**src/rtl/mac4_engine_pkg.sv**
```systemverilog
// Shared constants and FSM encoding for the four-lane MAC stage; write-back imports the widths too.
package mac4_engine_pkg;

  localparam int MAC_DATA_W = 8;
  localparam int MAC_COEF_W = 7;
  localparam int MAC_ACC_W  = 18;
  localparam int MAC_LANES  = 4;

  typedef enum logic [1:0] {
    S_IDLE,
    S_ACCUM,
    S_EMIT,
    S_COOL
  } state_t;

  // Width of a counter that must hold values 0..n inclusive.
  function automatic int cnt_w(input int n);
    return (n < 2) ? 1 : $clog2(n + 1);
  endfunction

endpackage

```
**src/rtl/mac4_engine_if.sv**
```systemverilog
// Sample stream into the MAC stage: one broadcast sample plus four per-lane coefficients.
interface mac4_engine_if #(
  parameter int DATA_W = 8,
  parameter int COEF_W = 7
);
  logic              in_valid;
  logic              in_ready;
  logic [DATA_W-1:0] in_data;
  logic [COEF_W-1:0] coef1;
  logic [COEF_W-1:0] coef2;
  logic [COEF_W-1:0] coef3;
  logic [COEF_W-1:0] coef4;

  modport master (
    output in_valid, in_data, coef1, coef2, coef3, coef4,
    input  in_ready
  );

  modport slave (
    input  in_valid, in_data, coef1, coef2, coef3, coef4,
    output in_ready
  );
endinterface

```
**src/rtl/mac4_engine_mac_lane.sv**
```systemverilog
// One MAC lane: unsigned multiply, zero-extend, saturating accumulate with synchronous clear.
module mac_lane
  import mac4_engine_pkg::*;
#(
  parameter int DATA_W = MAC_DATA_W,
  parameter int COEF_W = MAC_COEF_W,
  parameter int ACC_W  = MAC_ACC_W
) (
  input  logic              clk,
  input  logic              rst,
  input  logic              clear,
  input  logic              en,
  input  logic [DATA_W-1:0] data,
  input  logic [COEF_W-1:0] coef,
  output logic [ACC_W-1:0]  acc_next
);
  localparam int PROD_W = DATA_W + COEF_W;
  localparam int SUM_W  = ((ACC_W > PROD_W) ? ACC_W : PROD_W) + 1;
  localparam logic [SUM_W-1:0] ACC_MAX = SUM_W'({ACC_W{1'b1}});

  logic [ACC_W-1:0]  acc;
  logic [PROD_W-1:0] prod;
  logic [SUM_W-1:0]  sum;

  assign prod     = PROD_W'(data) * PROD_W'(coef);
  assign sum      = SUM_W'(acc) + SUM_W'(prod);
  assign acc_next = (sum > ACC_MAX) ? '1 : sum[ACC_W-1:0];

  always_ff @(posedge clk) begin
    if (rst || clear) begin
      acc <= '0;
    end else if (en) begin
      acc <= acc_next;
    end
  end

endmodule

```
**src/rtl/mac4_engine.sv**
```systemverilog
// Four-lane MAC engine: accumulates TERMS samples per group, strobes web with MU1..MU4,
// then cools down before the next group; GROUPS groups make one job.
module mac4_engine
  import mac4_engine_pkg::*;
#(
  parameter int DATA_W   = MAC_DATA_W,
  parameter int COEF_W   = MAC_COEF_W,
  parameter int ACC_W    = MAC_ACC_W,
  parameter int TERMS    = 4,
  parameter int GROUPS   = 4,
  parameter int COOLDOWN = 4
) (
  input  logic             clk,
  input  logic             rst,
  input  logic             start,
  mac4_engine_if.slave     sample,
  output logic             web,
  output logic [ACC_W-1:0] MU1,
  output logic [ACC_W-1:0] MU2,
  output logic [ACC_W-1:0] MU3,
  output logic [ACC_W-1:0] MU4,
  output logic             busy,
  output logic             done
);
  localparam int TC_W = cnt_w(TERMS);
  localparam int GC_W = cnt_w(GROUPS);
  localparam int CC_W = cnt_w(COOLDOWN);

  state_t state, state_next;
  logic [TC_W-1:0] term_cnt, term_next;
  logic [GC_W-1:0] grp_cnt, grp_next;
  logic [CC_W-1:0] cool_cnt, cool_next;
  logic            web_next, done_next;
  logic            accept, last_beat, lane_clear;

  logic [COEF_W-1:0] coef     [MAC_LANES];
  logic [ACC_W-1:0]  acc_next [MAC_LANES];

  assign coef[0] = sample.coef1;
  assign coef[1] = sample.coef2;
  assign coef[2] = sample.coef3;
  assign coef[3] = sample.coef4;

  assign sample.in_ready = (state == S_ACCUM);
  assign busy            = (state != S_IDLE);
  assign accept          = sample.in_valid && sample.in_ready;
  assign last_beat       = accept && (term_cnt == TC_W'(TERMS - 1));
  assign lane_clear      = ((state == S_IDLE) && start) || (state == S_EMIT);

  for (genvar k = 0; k < MAC_LANES; k++) begin : g_lane
    mac_lane #(
      .DATA_W(DATA_W),
      .COEF_W(COEF_W),
      .ACC_W (ACC_W)
    ) u_lane (
      .clk     (clk),
      .rst     (rst),
      .clear   (lane_clear),
      .en      (accept),
      .data    (sample.in_data),
      .coef    (coef[k]),
      .acc_next(acc_next[k])
    );
  end

  always_comb begin
    state_next = state;
    term_next  = term_cnt;
    grp_next   = grp_cnt;
    cool_next  = cool_cnt;
    web_next   = 1'b0;
    done_next  = 1'b0;
    case (state)
      S_IDLE: begin
        if (start) begin
          state_next = S_ACCUM;
          term_next  = '0;
          grp_next   = '0;
        end
      end
      S_ACCUM: begin
        if (accept) begin
          term_next = term_cnt + TC_W'(1);
          if (last_beat) begin
            state_next = S_EMIT;
            web_next   = 1'b1;
          end
        end
      end
      S_EMIT: begin
        term_next  = '0;
        grp_next   = grp_cnt + GC_W'(1);
        cool_next  = CC_W'(1);
        state_next = S_COOL;
      end
      S_COOL: begin
        if (cool_cnt >= CC_W'(COOLDOWN - 1)) begin
          if (grp_cnt == GC_W'(GROUPS)) begin
            state_next = S_IDLE;
            done_next  = 1'b1;
          end else begin
            state_next = S_ACCUM;
          end
        end else begin
          cool_next = cool_cnt + CC_W'(1);
        end
      end
      default: state_next = S_IDLE;
    endcase
  end

  always_ff @(posedge clk) begin
    if (rst) begin
      state    <= S_IDLE;
      term_cnt <= '0;
      grp_cnt  <= '0;
      cool_cnt <= '0;
      web      <= 1'b0;
      done     <= 1'b0;
    end else begin
      state    <= state_next;
      term_cnt <= term_next;
      grp_cnt  <= grp_next;
      cool_cnt <= cool_next;
      web      <= web_next;
      done     <= done_next;
    end
  end

  // MU loads from the lanes' next-sum on the last accepted beat, so the results
  // appear together with the registered web in the EMIT cycle.
  always_ff @(posedge clk) begin
    if (rst) begin
      MU1 <= '0;
      MU2 <= '0;
      MU3 <= '0;
      MU4 <= '0;
    end else if (last_beat) begin
      MU1 <= acc_next[0];
      MU2 <= acc_next[1];
      MU3 <= acc_next[2];
      MU4 <= acc_next[3];
    end
  end

endmodule

```
**src/flat_wrapper.sv**
```systemverilog
// flat-port wrapper written by rule: the top's interface ports become plain ports
module mac4_engine_flat import mac4_engine_pkg::*;
#(
  parameter int DATA_W   = MAC_DATA_W,
  parameter int COEF_W   = MAC_COEF_W,
  parameter int ACC_W    = MAC_ACC_W,
  parameter int TERMS    = 4,
  parameter int GROUPS   = 4,
  parameter int COOLDOWN = 4
)
  (clk, rst, start, web, MU1, MU2, MU3, MU4, busy, done, sample_in_valid, sample_in_data, sample_coef1, sample_coef2, sample_coef3, sample_coef4, sample_in_ready);
  mac4_engine_if #(.DATA_W(DATA_W), .COEF_W(COEF_W)) sample_i ();
  input  logic clk;
  input  logic rst;
  input  logic start;
  output logic web;
  output logic [ACC_W-1:0] MU1;
  output logic [ACC_W-1:0] MU2;
  output logic [ACC_W-1:0] MU3;
  output logic [ACC_W-1:0] MU4;
  output logic busy;
  output logic done;
  input wire logic [$bits(sample_i.in_valid)-1:0] sample_in_valid;
  input wire logic [$bits(sample_i.in_data)-1:0] sample_in_data;
  input wire logic [$bits(sample_i.coef1)-1:0] sample_coef1;
  input wire logic [$bits(sample_i.coef2)-1:0] sample_coef2;
  input wire logic [$bits(sample_i.coef3)-1:0] sample_coef3;
  input wire logic [$bits(sample_i.coef4)-1:0] sample_coef4;
  output wire logic [$bits(sample_i.in_ready)-1:0] sample_in_ready;
  assign sample_i.in_valid = sample_in_valid;
  assign sample_i.in_data = sample_in_data;
  assign sample_i.coef1 = sample_coef1;
  assign sample_i.coef2 = sample_coef2;
  assign sample_i.coef3 = sample_coef3;
  assign sample_i.coef4 = sample_coef4;
  assign sample_in_ready = sample_i.in_ready;
  mac4_engine #(.DATA_W(DATA_W), .COEF_W(COEF_W), .ACC_W(ACC_W), .TERMS(TERMS), .GROUPS(GROUPS), .COOLDOWN(COOLDOWN)) u_core (.clk(clk), .rst(rst), .start(start), .sample(sample_i), .web(web), .MU1(MU1), .MU2(MU2), .MU3(MU3), .MU4(MU4), .busy(busy), .done(done));
endmodule
```
**config.mk**
```make
export PLATFORM = sky130hd
export DESIGN_NAME = mac4_engine_flat
export DESIGN_NICKNAME = d
export VERILOG_FILES = /design/src/rtl/mac4_engine_pkg.sv /design/src/rtl/mac4_engine_if.sv /design/src/rtl/mac4_engine_mac_lane.sv /design/src/rtl/mac4_engine.sv /design/src/flat_wrapper.sv
export SDC_FILE = /design/constraint.sdc
export NUM_CORES = 1
export LEC_CHECK = 0
export ABC_AREA = 1
export ABC_CLOCK_PERIOD_IN_PS = 11170
export BUFFER_PORTS_ARGS = -buffer_cell sky130_fd_sc_hd__buf_2
export CAP_MARGIN = 20
export CORE_ASPECT_RATIO = 0.5
export CORE_MARGIN = 3
export CORE_UTILIZATION = 64
export CTS_BUF_LIST = sky130_fd_sc_hd__clkbuf_4
export CTS_CLUSTER_SIZE = 16
export DETAILED_ROUTE_END_ITERATION = 8
export GPL_TIMING_DRIVEN = 1
export PLACE_DENSITY = 0.85
export SETUP_SLACK_MARGIN = 0.2
export SKIP_LAST_GASP = 1
export SLEW_MARGIN = 20
export SYNTH_ARGS = -nofsm -noshare
export SYNTH_HDL_FRONTEND = slang
export SYNTH_SLANG_ARGS = --single-unit
```
**constraint.sdc**
```tcl
create_clock -name clk -period 11.17 [get_ports clk]
set_input_delay 3.351 -clock clk [delete_from_list [all_inputs] [get_ports clk]]
set_output_delay 3.351 -clock clk [all_outputs]
set_load 0.05 [all_outputs]
```
# ---- Word-level counts from Yosys, hierarchy flattened
# Cells that the tools add are included.
dict set report totals {
  ff_bits 157
  in_bits 40
  out_inout_bits 76
  wordCells 78
}
dict set report op_classes {
  addsub 7
  mul 4
  magnitude_cmp 5
  eq_ne 10
  mux 18
  bitwise 4
  n_reduce_logical 16
}
# operator n
set op_table {}
lappend op_table {{18-bit by 15-bit adder with 19-bit output} 4}
lappend op_table {{19-bit by 18-bit > comparator with 1-bit output, second input constant} 4}
lappend op_table {{18-bit two-way mux} 4}
lappend op_table {{8-bit by 7-bit multiplier with 15-bit output} 4}
lappend op_table {{3-bit case mux with 2 select lines} 2}
lappend op_table {{3-bit by 1-bit adder with 3-bit output, second input constant} 3}
lappend op_table {{3-bit two-way mux} 3}
lappend op_table {{3-bit case mux with 3 select lines} 1}
lappend op_table {{2-bit two-way mux} 4}
lappend op_table {{2-bit inequality test, second input constant} 4}
lappend op_table {{2-bit case mux with 4 select lines} 1}
lappend op_table {{2-bit nonzero test} 3}
lappend op_table {{3-bit OR reduction} 2}
lappend op_table {{2-bit equality test, second input constant} 2}
lappend op_table {{1-bit NOT} 4}
lappend op_table {{2-bit AND reduction} 2}
lappend op_table {{4-bit AND reduction} 1}
lappend op_table {{3-bit by 2-bit equality test with 1-bit output, second input constant} 1}
lappend op_table {{3-bit equality test, second input constant} 1}
lappend op_table {{3-bit by 2-bit greater-or-equal comparator with 1-bit output, second input constant} 1}
lappend op_table {{1-bit logical AND} 3}
lappend op_table {{1-bit two-way mux} 3}
lappend op_table {{3-bit AND reduction} 1}
lappend op_table {{3-bit nonzero test} 1}
lappend op_table {{other kinds (4)} 5}

# ---- Longest topological paths before layout
# Gate-level depths: netlist of the first run.
dict set report logic_depth {
  depth_word 6
  ltp_mapped 24
  mapped_depth_nobuf 22
}

# ---- Modules after synthesis
# A second synthesis of the first run with hierarchy kept.
dict set report hier_totals {
  cells_unflattened 2577
  area_unflattened_um2 17600.6
}
# mod instances cells_each area_each_um2 seq_area_each_um2
set by_module_without_submodules {}
lappend by_module_without_submodules {{mac_lane at u_core.g_lane[0].u_lane ...} 2 539 3503.4 360.3}
lappend by_module_without_submodules {mac4_engine 1 420 3598.5 1701.6}
lappend by_module_without_submodules {{mac_lane at u_core.g_lane[2].u_lane} 1 545 3510.9 360.3}
lappend by_module_without_submodules {{mac_lane at u_core.g_lane[3].u_lane} 1 534 3484.6 360.3}

# ---- Least setup slack after synthesis of the first run
# OpenSTA, ideal clock, no wires.
dict set report synth_path {
  path_kind {input to register}
  start {input sample_in_data[4]}
  end {register u_core.g_lane[3].u_lane.acc[12]}
  setup_ns 0.109
  t_arrival_ns 7.432
  t_required_ns 11.061
  path_slack_ns 3.629
  stages 20
  path_buffers 3
  path_cell_list {clkbuf_1 -> buf_1 -> nand2_1 -> fa_1 -> inv_1 -> fa_1 -> fa_1 -> inv_1 -> fa_1 -> inv_1 -> ha_1 -> nand2_1 -> nand2_1 -> a21oi_1 -> nand2_2 -> a21oi_4 -> buf_6 -> nand3_1 -> nand2_1 -> inv_1}
}
dict set report synth_between {
  elab_chain_cells 4
}
# item line_no
set synth_lines {}
lappend synth_lines {{start: declaration} flat_wrapper.sv:24} ;# input wire logic [$bits(sample_i.in_data)-1:0] sample_in_data;
lappend synth_lines {{8-bit by 7-bit multiplier with 15-bit output *} mac4_engine_mac_lane.sv:25} ;# assign prod = PROD_W'(data) * PROD_W'(coef);
lappend synth_lines {{18-bit by 15-bit adder with 19-bit output *} mac4_engine_mac_lane.sv:26} ;# assign sum = SUM_W'(acc) + SUM_W'(prod);
lappend synth_lines {{19-bit by 18-bit > comparator with 1-bit output} mac4_engine_mac_lane.sv:27} ;# assign acc_next = (sum > ACC_MAX) ? '1 : sum[ACC_W-1:0];
lappend synth_lines {{18-bit two-way mux *} mac4_engine_mac_lane.sv:27}
lappend synth_lines {{end signal: assignment} mac4_engine_mac_lane.sv:33} ;# acc <= acc_next;
lappend synth_lines {{end: declaration} mac4_engine_mac_lane.sv:21} ;# logic [ACC_W-1:0] acc;
# Mark *: on every way between the ends. The rest lies on a longest branch, timed or not.
# A chain may end at the register's enable or synchronous reset.

# ---- Worst setup path after layout of the first run
dict set report layout_path {
  start {input sample_in_data[5]}
  end {register u_core.MU4[5]}
}
dict set report layout_between {
  elab_chain_cells 4
}
# item line_no
set layout_lines {}
lappend layout_lines {{8-bit by 7-bit multiplier with 15-bit output *} mac4_engine_mac_lane.sv:25}
lappend layout_lines {{18-bit by 15-bit adder with 19-bit output *} mac4_engine_mac_lane.sv:26}
lappend layout_lines {{19-bit by 18-bit > comparator with 1-bit output} mac4_engine_mac_lane.sv:27}
lappend layout_lines {{18-bit two-way mux *} mac4_engine_mac_lane.sv:27}
lappend layout_lines {{end signal: assignment} mac4_engine.sv:142} ;# MU4 <= acc_next[3];
lappend layout_lines {{end: declaration} mac4_engine.sv:21} ;# output logic [ACC_W-1:0] MU4,
# Marks and branches as above.

==> metrics.md, run 1 <==
| Metric | Value |
|---|---|
| Status | `finished, final reports clean` |
| Area after DPL | `17900 sq um` |
| CTS tree | `built` |
| CP required | `11700 ps` |
| Max Clk Rate | `132 MHz` |
| Routed vias/inst | `5.13` |
| Synth top area share | `19.5%` |
| Antenna-violating nets left | `0` |
| Combinational power share | `67.2%` |
| RSZ-0062 raised after global routing | `false` |
| CTS sink count | `157` |
| Die Area | `29100 sq um` |
| Total routed wirelength | `42100 um` |
| # H-tree levels | `4` |
| Post-synth cell types | `33` |
| Worst R2R Start | `u_core.g_lane[3].u_lane.acc[7]` |
| Vias | `15014` |
| Largest net degree at the start of global routing | `105` |
| Post-synthesis net count | `2905` |
| Sequential share of power | `21.0%` |
| Post-Syn Area | `17200 sq um` |
| Endpoints failing setup | `0` |
| DR DRC count | `0` |
| Chip Width | `238 um` |
| Largest cells by area after synthesis | `fa_1, dfxtp_1, inv_1, nand2_1, ha_1` |
| Total of max-cap violations | `0` |
| Final Critical Period | `7560 ps` |
| Critical Path Source | `sample_in_data[5]` |
| Part of the Yosys area used for sequential elements | `18.2%` |
| CTS clk-pin slew, worst paths | `150 ps` |
| Sum Neg Setup Slack | `0 ps` |
| Area of the core | `25900 sq um` |
| Vias in the first global route | `14530` |
| Cts bufs inserted | `17` |
| Number of synthesized register bits | `157` |
| Syn_area_per_cell | `6.82 sq um` |
| Final hold viol count | `0` |
| VDD IR max | `131 uV` |
| DR iter-0 viols | `1239` |
| Clk root buf | `clkbuf_4` |
| Final Max Tran Viols | `0` |
| Share of cells above drive strength 1 | `7.25%` |
| Period utilisation layout | `67.7%` |
| First-pass GRT wire length | `70100 um` |
| Worst slack, placed | `3000 ps` |
| R2r worst-path depth | `16` |
| Net Switching | `1.58 mW` |
| Design Power | `3.02 mW` |
| P_int | `1.45 mW` |
| CP Launch Type | `input port` |
| Number of fill cells | `2216` |
| Pwr/cell area | `167 nW/um^2` |
| Clock insertion delay at the later pin of the skew report | `660 ps` |
| Detailed placement HPWL | `31500 um` |
| Worst setup path class | `input port to register` |
| Detailed-route wire length per cell | `14.4 um` |
| Gr ovfl total | `0` |
| Reg2reg setup slack | `7180 ps` |
| Clock buffer depth | `2` |
| Area Growth Syn to Fin | `5.25%` |
| Synthesis Warnings | `0` |
| Post-CTS Setup Inserts | `0` |
| Sw frac | `52.2%` |
| Crit. End Element | `register` |
| Nets | `2944` |
| Count of pins on the block boundary | `116` |
| LEAKAGE | `11.4 nW` |
| Clock network power share | `11.8%` |
| GP Congestion | `0.954` |
| Worst-margin pin slew | `840 ps` |
| Slew headroom | `44.0%` |
| Final Worst Setup Slack | `3610 ps` |
| R2r endpoint | `u_core.MU4[5]` |
| Total GRT Usage | `30.3%` |
| Initial antenna violation count | `4` |
| Area leader, netlist | `fa_1` |
| CTS Hold Bufs | `0` |
| Synth Instances | `2526` |
| Initial Utilization | `66.7%` |
| Crit-path max FO | `28` |
| Hold Path Class | `register to register` |
| Clock skew | `23.5 ps` |
| Drt pass-1 iters | `6` |
| Cts repair resizes | `0` |
| Post-route cell area | `18100 sq um` |
| Die H | `122 um` |
| Buffers on Ports | `115` |
| CP arrival | `8090 ps` |
| Num rows | `41` |
| CP endpoint | `u_core.MU4[5]` |
==> cells in the mapped netlist <==
cell and n:
a21oi_4 4, clkbuf_1 47, nand3b_1 28, inv_1 703, nand4_1 2, dfxtp_1 157
nor2_1 156, xnor2_1 16, o21a_1 24, or2_2 6, nand3_1 66, a211oi_1 3
a21oi_2 1, xor2_1 8, buf_6 4, nand2_2 4, buf_2 20, nor2_2 1
nor3_1 13, buf_1 25, or2_4 3, nor3_2 4, or2_1 1, nand3_2 4
o21bai_1 16, fa_1 168, o21ai_0 102, inv_2 5, clkbuf_2 6, o21ai_1 5
ha_1 171, nand2_1 649, a21oi_1 104
==> routing by layer <==
| layer | GRT usage [%] | vias up | wire [um] |
|---|---|---|---|
| met5 | 0 | - | 0 |
| li1 | - | 7463 | - |
| met2 | 47.7 | 560 | 18300 |
| met3 | 5.95 | 59 | 3830 |
| met1 | 42.5 | 6932 | 19100 |
| met4 | 9.62 | 0 | 915 |
==> kinds of logic (layout without fill, tap and decap cells) <==
family | after synthesis | count (layout) | synth area share (%)
buf+inv | 810 | 862 | 18.0
simple gates | 937 | 937 | 22.2
xor+xnor | 24 | 24 | 1.22
flops | 157 | 157 | 18.2
compound gates | 259 | 259 | 8.43
fa+ha+maj | 339 | 339 | 31.9
other cells | 0 | 7 | 0
==> worst min path at each step <==
stage	start	to	slack [ps]	depth (start not counted)
after global routing	u_core.term_cnt[2]	u_core.term_cnt[2]	510	2
after detailed placement	u_core.term_cnt[2]	u_core.term_cnt[2]	460	2
after global placement	u_core.term_cnt[2]	u_core.term_cnt[2]	450	2
final	u_core.term_cnt[2]	u_core.term_cnt[2]	480	2
after CTS	u_core.term_cnt[2]	u_core.term_cnt[2]	480	2
after floorplan	u_core.term_cnt[2]	u_core.term_cnt[2]	440	2
==> worst max-delay path, stage by stage <==
cell and delay, ps:
buf_2 570, nand2_1 170, fa_1 540, inv_1 50, fa_1 460, fa_1 540
inv_1 50, fa_1 550, inv_1 50, ha_1 340, nand2_1 80, nand2_1 70
a21oi_1 150, nand2_2 120, a21oi_4 510, inv_2 170, nor2_1 190, a21oi_1 100
==> power groups by stage <==
stage / registers [mW] / logic (mW) / clock network (mW)
2_1_floorplan: 0.638 / 1.56 / 0
3_3_place_gp: 0.643 / 1.93 / 0
3_5_place_dp: 0.644 / 1.99 / 0
4_1_cts: 0.632 / 2.00 / 0.363
5_1_grt: 0.638 / 2.34 / 0.384
6_report: 0.633 / 2.03 / 0.356
==> cells in the final DEF, fill, tap and decap left out, types with 3 or more instances in the layout <==
| cell type | n |
|---|---|
| xor2_1 | 8 |
| o21a_1 | 24 |
| a21oi_1 | 104 |
| o21ai_0 | 102 |
| diode_2 | 7 |
| xnor2_1 | 16 |
| nand3b_1 | 28 |
| or2_2 | 6 |
| ha_1 | 171 |
| inv_1 | 701 |
| nor3_1 | 13 |
| nor2_1 | 156 |
| dfxtp_1 | 157 |
| nand2_1 | 649 |
| nand3_1 | 66 |
| buf_2 | 115 |
| or2_4 | 3 |
| a21oi_4 | 4 |
| o21bai_1 | 16 |
| fa_1 | 168 |
| nor3_2 | 4 |
| buf_4 | 6 |
| o21ai_1 | 5 |
| nand3_2 | 4 |
| clkinv_4 | 5 |
| a211oi_1 | 3 |
| nand2_2 | 4 |
| clkbuf_4 | 20 |
| inv_2 | 7 |
==> flip-flops by register name (all words and copies together) (netlist names) <==
signal                    cells
u_core.cool_cnt               3
u_core.MU1                   18
u_core.web                    1
u_core.grp_cnt                3
u_core.MU3                   18
u_core.MU2                   18
u_core.state                  2
u_core.MU4                   18
u_core.g_lane.u_lane.acc     72
u_core.term_cnt               3
u_core.done                   1
==> area by class of cell <==
cell class / instances / area (sq um) / area share, %
Antenna cell: 7 / 17.5 / 0.0966
Clock buffer: 20 / 150 / 0.828
Clock inverter: 12 / 115 / 0.635
Inverter: 708 / 2660 / 14.7
Multi-Input combinational cell: 1559 / 11000 / 60.6
Sequential cell: 157 / 3140 / 17.3
Tap cell: 344 / 430 / 2.37
Timing Repair Buffer: 122 / 632 / 3.48
==> metrics by stage <==
| step | cells | util, % | hold slack [ps] |
|---|---|---|---|
| after floorplan | 2526 | - | 435 |
| after global placement | 2890 | 69.0 | 446 |
| after detailed placement | 2890 | 69.0 | 456 |
| after CTS | 2922 | 70.1 | 476 |
| after global routing | 2926 | 70.1 | 507 |
| final | 2929 | 70.2 | 477 |
No activity file was read; power rests on OpenSTA's default activity.
==> run 2, diff against run 1 <==
ABC_AREA = 0   (was 1)
ABC_CLOCK_PERIOD_IN_PS = 6520   (was 11170)
CORE_UTILIZATION = 58   (was 64)
PLACE_DENSITY = 0.81   (was 0.85)
clock period = 6.52 ns   (was 11.17 ns; I/O delays follow)
==> run 2 against run 1 <==
First-iteration DRC count shrank 36%; register-to-register slack lost 4800 ps; synthesized area shrank 9.2%; hold slack gained 12 ps; via count shrank 14%; clock power grew 67%; clock skew shrank 5.2 ps; routed wire length shrank 15%; clock-buffer cell count shrank 3; die area grew 0.20%; worst setup slack lost 3100 ps; utilization shrank 3.0 points; critical endpoint is now u_core.MU4[7].
==> metrics.md, run 2 <==
| Metric | Value |
|---|---|
| Slowest Stage Delay on Critical Path | `530 ps (was 570 ps)` |
| Gr ovfl total | `0 (unchanged)` |
| Die Area | `29100 sq um (about the same)` |
| Critical-path top delay cell | `fa_1 (was buf_2)` |
| Synthesis Warnings | `0 (unchanged)` |
| Async S/R FF share, synth | `0% (unchanged)` |
| Post-CTS Setup Inserts | `0 (unchanged)` |
| Area after DPL | `17100 sq um (was 17900 sq um)` |
| Syn_area_per_cell | `8.47 sq um (was 6.82 sq um)` |
| CTS Hold Bufs | `0 (unchanged)` |
| Initial Utilization | `60.5% (was 66.7%)` |
| Nets | `2362 (was 2944)` |
| DR DRC count | `0 (unchanged)` |
| CTS clk-pin slew, worst paths | `150 ps (about the same)` |
| Critical Path Source | `sample_in_data[5] (unchanged)` |
| Slew headroom | `28.6% (was 44.0%)` |
| Endpoints failing setup | `0 (unchanged)` |
| Cts repair resizes | `0 (unchanged)` |
| Cell Chain, Critical Path | `buf_2 > buf_12 > and2_1 > fa_1 > inv_1 > fa_1 > inv_1 > fa_1 > inv_1 > fa_1 > inv_1 > ha_1 > o21ai_0 > o21ai_0 > o211ai_1 > a31oi_1 > o21a_1 > buf_4 > nor2_1 > a211oi_1 (was buf_2 > nand2_1 > fa_1 > inv_1 > fa_1 > fa_1 > inv_1 > fa_1 > inv_1 > ha_1 > nand2_1 > nand2_1 > a21oi_1 > nand2_2 > a21oi_4 > inv_2 > nor2_1 > a21oi_1)` |
| Detailed placement HPWL | `28300 um (was 31500 um)` |
| Post-synthesis net count | `2227 (was 2905)` |
| Detailed-route wire length per cell | `15.3 um (was 14.4 um)` |
| Largest cells by area after synthesis | `fa_1, dfxtp_1, ha_1, inv_1, and2_1 (was fa_1, dfxtp_1, inv_1, nand2_1, ha_1)` |
| Number of synthesized register bits | `157 (unchanged)` |
| CP top delay family | `adder cells (unchanged)` |
| Clock skew | `18.3 ps (was 23.5 ps)` |
| LEAKAGE | `8.59 nW (was 11.4 nW)` |
| First-pass GRT wire length | `60100 um (was 70100 um)` |
| Post-route cell area | `17400 sq um (was 18100 sq um)` |
| Final hold viol count | `0 (unchanged)` |
| VDD IR max | `202 uV (was 131 uV)` |
| Worst R2R Start | `u_core.g_lane[1].u_lane.acc[7] (was u_core.g_lane[3].u_lane.acc[7])` |
| Drt pass-1 iters | `5 (was 6)` |
| Share of cells above drive strength 1 | `13.1% (was 7.25%)` |
| Final Critical Period | `6040 ps` |
| Status | `finished, final reports clean (unchanged)` |
| Total of max-cap violations | `0 (unchanged)` |
| Largest net degree at the start of global routing | `74 (was 105)` |
| Initial antenna violation count | `3 (was 4)` |
| Hold Path Class | `register to register (unchanged)` |
| Cts bufs inserted | `17 (unchanged)` |
| Area of the core | `25900 sq um (unchanged)` |
| Buffers on Ports | `115 (unchanged)` |
| DR iter-0 viols | `789 (was 1239)` |
| Buf+Inv Stages, Crit Path | `7 (was 5)` |
| Cell with the most instances after synthesis | `inv_1 (unchanged)` |
| Top post-synthesis cells by count | `inv_1, ha_1, fa_1 (was inv_1, nand2_1, ha_1)` |
| Final Max Tran Viols | `0 (unchanged)` |
| Inst Count DP | `2308 (was 2890)` |
| # H-tree levels | `4 (unchanged)` |
| CP arrival | `6580 ps (was 8090 ps)` |
| Crit-path max FO | `13 (was 28)` |
| Total routed wirelength | `35900 um (was 42100 um)` |
| Most frequent cells in the layout | `inv_1, ha_1, fa_1, nor2_1, dfxtp_1 (was inv_1, nand2_1, ha_1, fa_1, dfxtp_1)` |
| Worst slack, placed | `-106 ps (was 3000 ps)` |
| RSZ-0062 raised after global routing | `false (unchanged)` |
| Antenna-violating nets left | `0 (unchanged)` |
| CP required | `7060 ps (was 11700 ps)` |
| CTS tree | `built (unchanged)` |
| Vias | `12839 (was 15014)` |
| Number of fill cells | `2173 (was 2216)` |
| GP Congestion | `0.897 (was 0.954)` |
| Die H | `122 um (about the same)` |
| Post-Syn Area | `15700 sq um (was 17200 sq um)` |
| Hold Slack | `489 ps (was 477 ps)` |
| EDFF count, synth | `0 (unchanged)` |
| Num rows | `41 (unchanged)` |
| Synth Instances | `1848 (was 2526)` |
| Final Worst Setup Slack | `484 ps (was 3610 ps)` |
| Commonest non-fill, non-tap cell in the layout | `inv_1 (unchanged)` |
| Period utilisation layout | `92.6%` |
| Biggest register | `u_core.g_lane.u_lane.acc (unchanged)` |
| Chip Width | `238 um (about the same)` |
| Total GRT Usage | `25.5% (was 30.3%)` |
| Clk root buf | `clkbuf_4 (unchanged)` |
| Synth top area share | `21.5% (was 19.5%)` |
| Clock buffer depth | `2 (unchanged)` |
| CTS sink count | `157 (unchanged)` |
| Part of the Yosys area used for sequential elements | `20.1% (was 18.2%)` |
| Max Clk Rate | `166 MHz` |
| Worst-margin pin slew | `1070 ps (was 840 ps)` |
| Max FFs per register | `72 (unchanged)` |
| Post-Layout Cell Count | `2343 (was 2929)` |
| Area Growth Syn to Fin | `10.9% (was 5.25%)` |
| Reg2reg setup slack | `2390 ps (was 7180 ps)` |
| Hold path startpoint | `u_core.term_cnt[2] (unchanged)` |
| Reg area | `3140 sq um (unchanged)` |
| Post-synth cell types | `76 (was 33)` |
| Clock insertion delay at the later pin of the skew report | `640 ps (was 660 ps)` |
| Area of the multi-input gates | `11000 sq um (about the same)` |
| Crit. End Element | `register (unchanged)` |
| CP Launch Type | `input port (unchanged)` |
| Ys flop type | `dfxtp_1 (unchanged)` |
| Count of pins on the block boundary | `116 (unchanged)` |
| Routed vias/inst | `5.48 (was 5.13)` |
| Area leader, netlist | `fa_1 (unchanged)` |
| Worst setup path class | `input port to register (unchanged)` |
| Pwr/cell area | `328 nW/um^2 (was 167 nW/um^2)` |
| Vias in the first global route | `12620 (was 14530)` |
run 2: cell count changes in the layout (fill, tap and decap cells not counted), moves of 10 or more:
cell,previous run,this run
a211oi_1,3,82
nand2b_1,0,11
and2_1,0,137
o21a_1,24,9
a31oi_1,0,12
xor2_1,8,18
nand2_1,649,111
a21o_1,0,16
nand3b_1,28,4
inv_1,701,337
nand3_1,66,10
buf_4,6,79
run 2: through the flow:
| step | setup TNS, ps | power (mW) | utilization (%) |
|---|---|---|---|
| finish | 0 | 5.69 | 67.1 |
| global route | 0 | 6.29 | 67.1 |
| CTS | 0 | 5.70 | 67.1 |
| detailed placement | -1260 | 5.08 | 66.1 |
| global placement | 0 | 4.99 | 66.1 |
| floorplan | 0 | 4.01 | - |
run 2: kinds of logic after synthesis:
group | after synthesis | synth area share (%)
flops | 157 | 20.1
buf+inv | 420 | 10.2
simple gates | 489 | 15.3
fa+ha+maj | 339 | 35.2
xor+xnor | 42 | 2.35
mux | 4 | 0.264
compound gates | 397 | 16.6
run 2: worst reg2reg max path, delay by kind of cell (launching register included):
family | cells | cell delay (ps)
adder cells (fa/ha/maj) | 4 | 1930
flip-flops | 1 | 360
buffers and inverters | 5 | 410
AO/OA/AOI/OAI | 5 | 960
AND/OR/NAND/NOR | 2 | 340
run 2: cell type report:
| cell class | instances | area share, % |
|---|---|---|
| multi-input cells | 1271 | 63.2 |
| flip-flops and latches | 157 | 18.1 |
| inverters | 338 | 7.31 |
| repair buffers | 198 | 7.28 |
| well taps | 344 | 2.48 |
| clock inverters | 15 | 0.793 |
| clock buffers | 17 | 0.736 |
| diodes | 3 | 0.0433 |
run 2: layer usage:
layer  GRT usage, %  vias to the layer above  routed length, um
met5              0                        -                  0
met4           6.49                        0                681
met3           5.04                       44               1870
met2           43.7                      271              17200
met1           33.6                     6238              16100
li1               -                     6286                  -
run 2: power by group:
group | total [mW] | switching, mW | internal [mW]
combinational | 3.97 | 2.29 | 1.68
clock | 0.594 | 0.401 | 0.193
sequential | 1.12 | 0.0674 | 1.06
total | 5.69 | 2.76 | 2.93
run 2: final timing paths:
path,end,cells after the start
worst min register to register,u_core.term_cnt[2],2
worst min-delay path,u_core.term_cnt[2],2
worst max register to register,u_core.MU2[3],16
worst max-delay path,u_core.MU4[7],20
==> run 3, diff against run 2 <==
CORE_MARGIN = 4   (was 3)
==> run 3 against run 2 <==
Critical path depth shrank 1; register-to-register slack lost 110 ps; non-clock buffer count grew 17; flip-flop and latch count is the same; first-iteration DRC count grew 15%; combinational power grew 2%; die area grew 2.5%; power grew 4.2%; utilization shrank 0.89 points; final cell count grew 1.2%; sequential share of layout area shrank 0.19 points; fmax shrank 1.3%.
==> metrics.md, run 3 (synthesized netlist as in run 2, its figures left out) <==
| Metric | Value |
|---|---|
| DR DRC count | `0 (unchanged)` |
| Total GRT Usage | `25.9% (was 25.5%)` |
| Crit. End Element | `register (unchanged)` |
| Routed vias/inst | `5.50 (was 5.48)` |
| Cts repair resizes | `0 (unchanged)` |
| Slew headroom | `30.0% (was 28.6%)` |
| Num rows | `42 (was 41)` |
| # H-tree levels | `4 (unchanged)` |
| Gr ovfl total | `0 (unchanged)` |
| Pwr/cell area | `338 nW/um^2 (was 328 nW/um^2)` |
| Cts bufs inserted | `17 (unchanged)` |
| CP Launch Type | `input port (unchanged)` |
| Combinational power share | `68.2% (was 69.8%)` |
| Sequential share of power | `18.9% (was 19.7%)` |
| Max Clk Rate | `164 MHz (was 166 MHz)` |
| Endpoints failing setup | `0 (unchanged)` |
| Sw frac | `46.9% (was 48.5%)` |
| Antenna-violating nets left | `0 (unchanged)` |
| Design Power | `5.93 mW (was 5.69 mW)` |
| CP required | `7050 ps (was 7060 ps)` |
| Count of pins on the block boundary | `116 (unchanged)` |
| Clk root buf | `clkbuf_4 (unchanged)` |
| Vias in the first global route | `13078 (was 12620)` |
| Global routing usage on met3 | `5.27% (was 5.04%)` |
| Period utilisation layout | `93.8% (was 92.6%)` |
| Detailed-route wire length per cell | `15.7 um (was 15.3 um)` |
| Status | `finished, final reports clean (unchanged)` |
| Commonest non-fill, non-tap cell in the layout | `inv_1 (unchanged)` |
| CTS tree | `built (unchanged)` |
| Final Max Tran Viols | `0 (unchanged)` |
| First-pass GRT wire length | `62100 um (was 60100 um)` |
| Hold Path Class | `register to register (unchanged)` |
| Final Critical Period | `6120 ps (was 6040 ps)` |
| Largest net degree at the start of global routing | `88 (was 74)` |
| Worst setup path class | `input port to register (unchanged)` |
| Die H | `124 um (was 122 um)` |
| Worst-margin pin slew | `1050 ps (was 1070 ps)` |
| Buffers on Ports | `115 (unchanged)` |
| P_int | `3.15 mW (was 2.93 mW)` |
| Clock insertion delay at the later pin of the skew report | `630 ps (was 640 ps)` |
| Most used routing layer | `met2 (unchanged)` |
| Final hold viol count | `0 (unchanged)` |
| CTS clk-pin slew, worst paths | `140 ps (was 150 ps)` |
| Initial antenna violation count | `6 (was 3)` |
| Area Growth Syn to Fin | `12.1% (was 10.9%)` |
| Net Switching | `2.78 mW (was 2.76 mW)` |
| Area of the multi-input gates | `11000 sq um (about the same)` |
| Hold Slack | `481 ps (was 489 ps)` |
| Max FFs per register | `72 (unchanged)` |
| Clock skew | `16.5 ps (was 18.3 ps)` |
| Area of the core | `26500 sq um (was 25900 sq um)` |
| Sum Neg Setup Slack | `0 ps (unchanged)` |
| Vias | `13029 (was 12839)` |
| Most frequent cells in the layout | `inv_1, ha_1, fa_1, nor2_1, dfxtp_1 (unchanged)` |
| Number of fill cells | `2232 (was 2173)` |
| Total routed wirelength | `37200 um (was 35900 um)` |
| Grt met1 use | `33.1% (was 33.6%)` |
| CTS sink count | `157 (unchanged)` |
| CP arrival | `6650 ps (was 6580 ps)` |
| Share of cells above drive strength 1 | `13.8% (was 13.1%)` |
| Reg area | `3140 sq um (unchanged)` |
| LEAKAGE | `8.72 nW (was 8.59 nW)` |
| Post-CTS Setup Inserts | `0 (unchanged)` |
| CTS Hold Bufs | `0 (unchanged)` |
| Chip Width | `240 um (was 238 um)` |
| Met2 Use GR | `44.3% (was 43.7%)` |
| Nets | `2379 (was 2362)` |
| Clock buffer depth | `2 (unchanged)` |
| DR iter-0 viols | `904 (was 789)` |
| Drt pass-1 iters | `5 (unchanged)` |
| Clock network power share | `12.9% (was 10.4%)` |
| Biggest register | `u_core.g_lane.u_lane.acc (unchanged)` |
| VDD IR max | `194 uV (was 202 uV)` |
| Initial Utilization | `59.1% (was 60.5%)` |
| RSZ-0062 raised after global routing | `false (unchanged)` |
| Total of max-cap violations | `0 (unchanged)` |
| GP Congestion | `0.934 (was 0.897)` |
| Detailed placement HPWL | `28600 um (was 28300 um)` |
| Die Area | `29800 sq um (was 29100 sq um)` |
| Crit-path max FO | `21 (was 13)` |
## run 3: cell count changes in the layout (fill, tap and decap cells not counted), sizes merged
cell	change
inv	-4
bufinv	+5
clkinvlp	-5
clkinv	+1
buf	+17
diode	+4
clkbuf	+2
## run 3: metal layers
| layer | up-vias | wire length [um] |
|---|---|---|
| li1 | 6313 | - |
| met1 | 6299 | 16000 |
| met2 | 357 | 18000 |
| met3 | 60 | 2320 |
| met4 | 0 | 894 |
| met5 | - | 0 |
## run 3: final cells by class
type                       instances  share of cell area, %
antenna                            7                 0.0999
clock buffer                      19                  0.813
clock inverter                    12                   1.24
tap                              352                   2.51
timing repair buffer             215                   7.60
inverter                         338                   7.23
multi-input combinational       1271                   62.6
sequential                       157                   17.9
## run 3: power groups by stage
| stage | combinational, mW | clock, mW | sequential [mW] |
|---|---|---|---|
| floorplan | 2.89 | 0 | 1.12 |
| global placement | 3.88 | 0 | 1.14 |
| detailed placement | 3.99 | 0 | 1.14 |
| CTS | 4.03 | 0.780 | 1.12 |
| global route | 4.62 | 0.818 | 1.13 |
| finish | 4.04 | 0.765 | 1.12 |
## run 3: worst max-delay path: stages
cell and delay [ps]:
buf_2 150, buf_6 230, nand2_1 110, fa_1 550
inv_1 60, fa_1 530, inv_1 60, fa_1 510
fa_1 560, inv_1 50, ha_1 290, nand2_1 70
nor3_1 220, o211ai_1 210, a31oi_1 280, o21a_1 270
buf_4 220, nor2_1 70, a211oi_1 250
## run 3: path summary, 6_finish.rpt
check	depth (start not counted)	from	slack [ps]	endpoint
max	19	sample_in_data[4]	400	u_core.MU4[5]
max reg2reg	15	u_core.g_lane[1].u_lane.acc[7]	2280	u_core.MU2[16]
min	2	u_core.term_cnt[2]	480	u_core.term_cnt[2]
min reg2reg	2	u_core.term_cnt[2]	480	u_core.term_cnt[2]
## run 3: metrics by stage
| stage | worst slack [ps] | std cells | instance area [sq um] | util [%] |
|---|---|---|---|---|
| after floorplan | 191 | 1848 | 15800 | - |
| after global placement | -465 | 2333 | 17200 | 64.8 |
| after detailed placement | -234 | 2333 | 17200 | 64.8 |
| after CTS | 444 | 2364 | 17500 | 66.1 |
| after global routing | 188 | 2370 | 17500 | 66.2 |
| final | 405 | 2371 | 17500 | 66.2 |
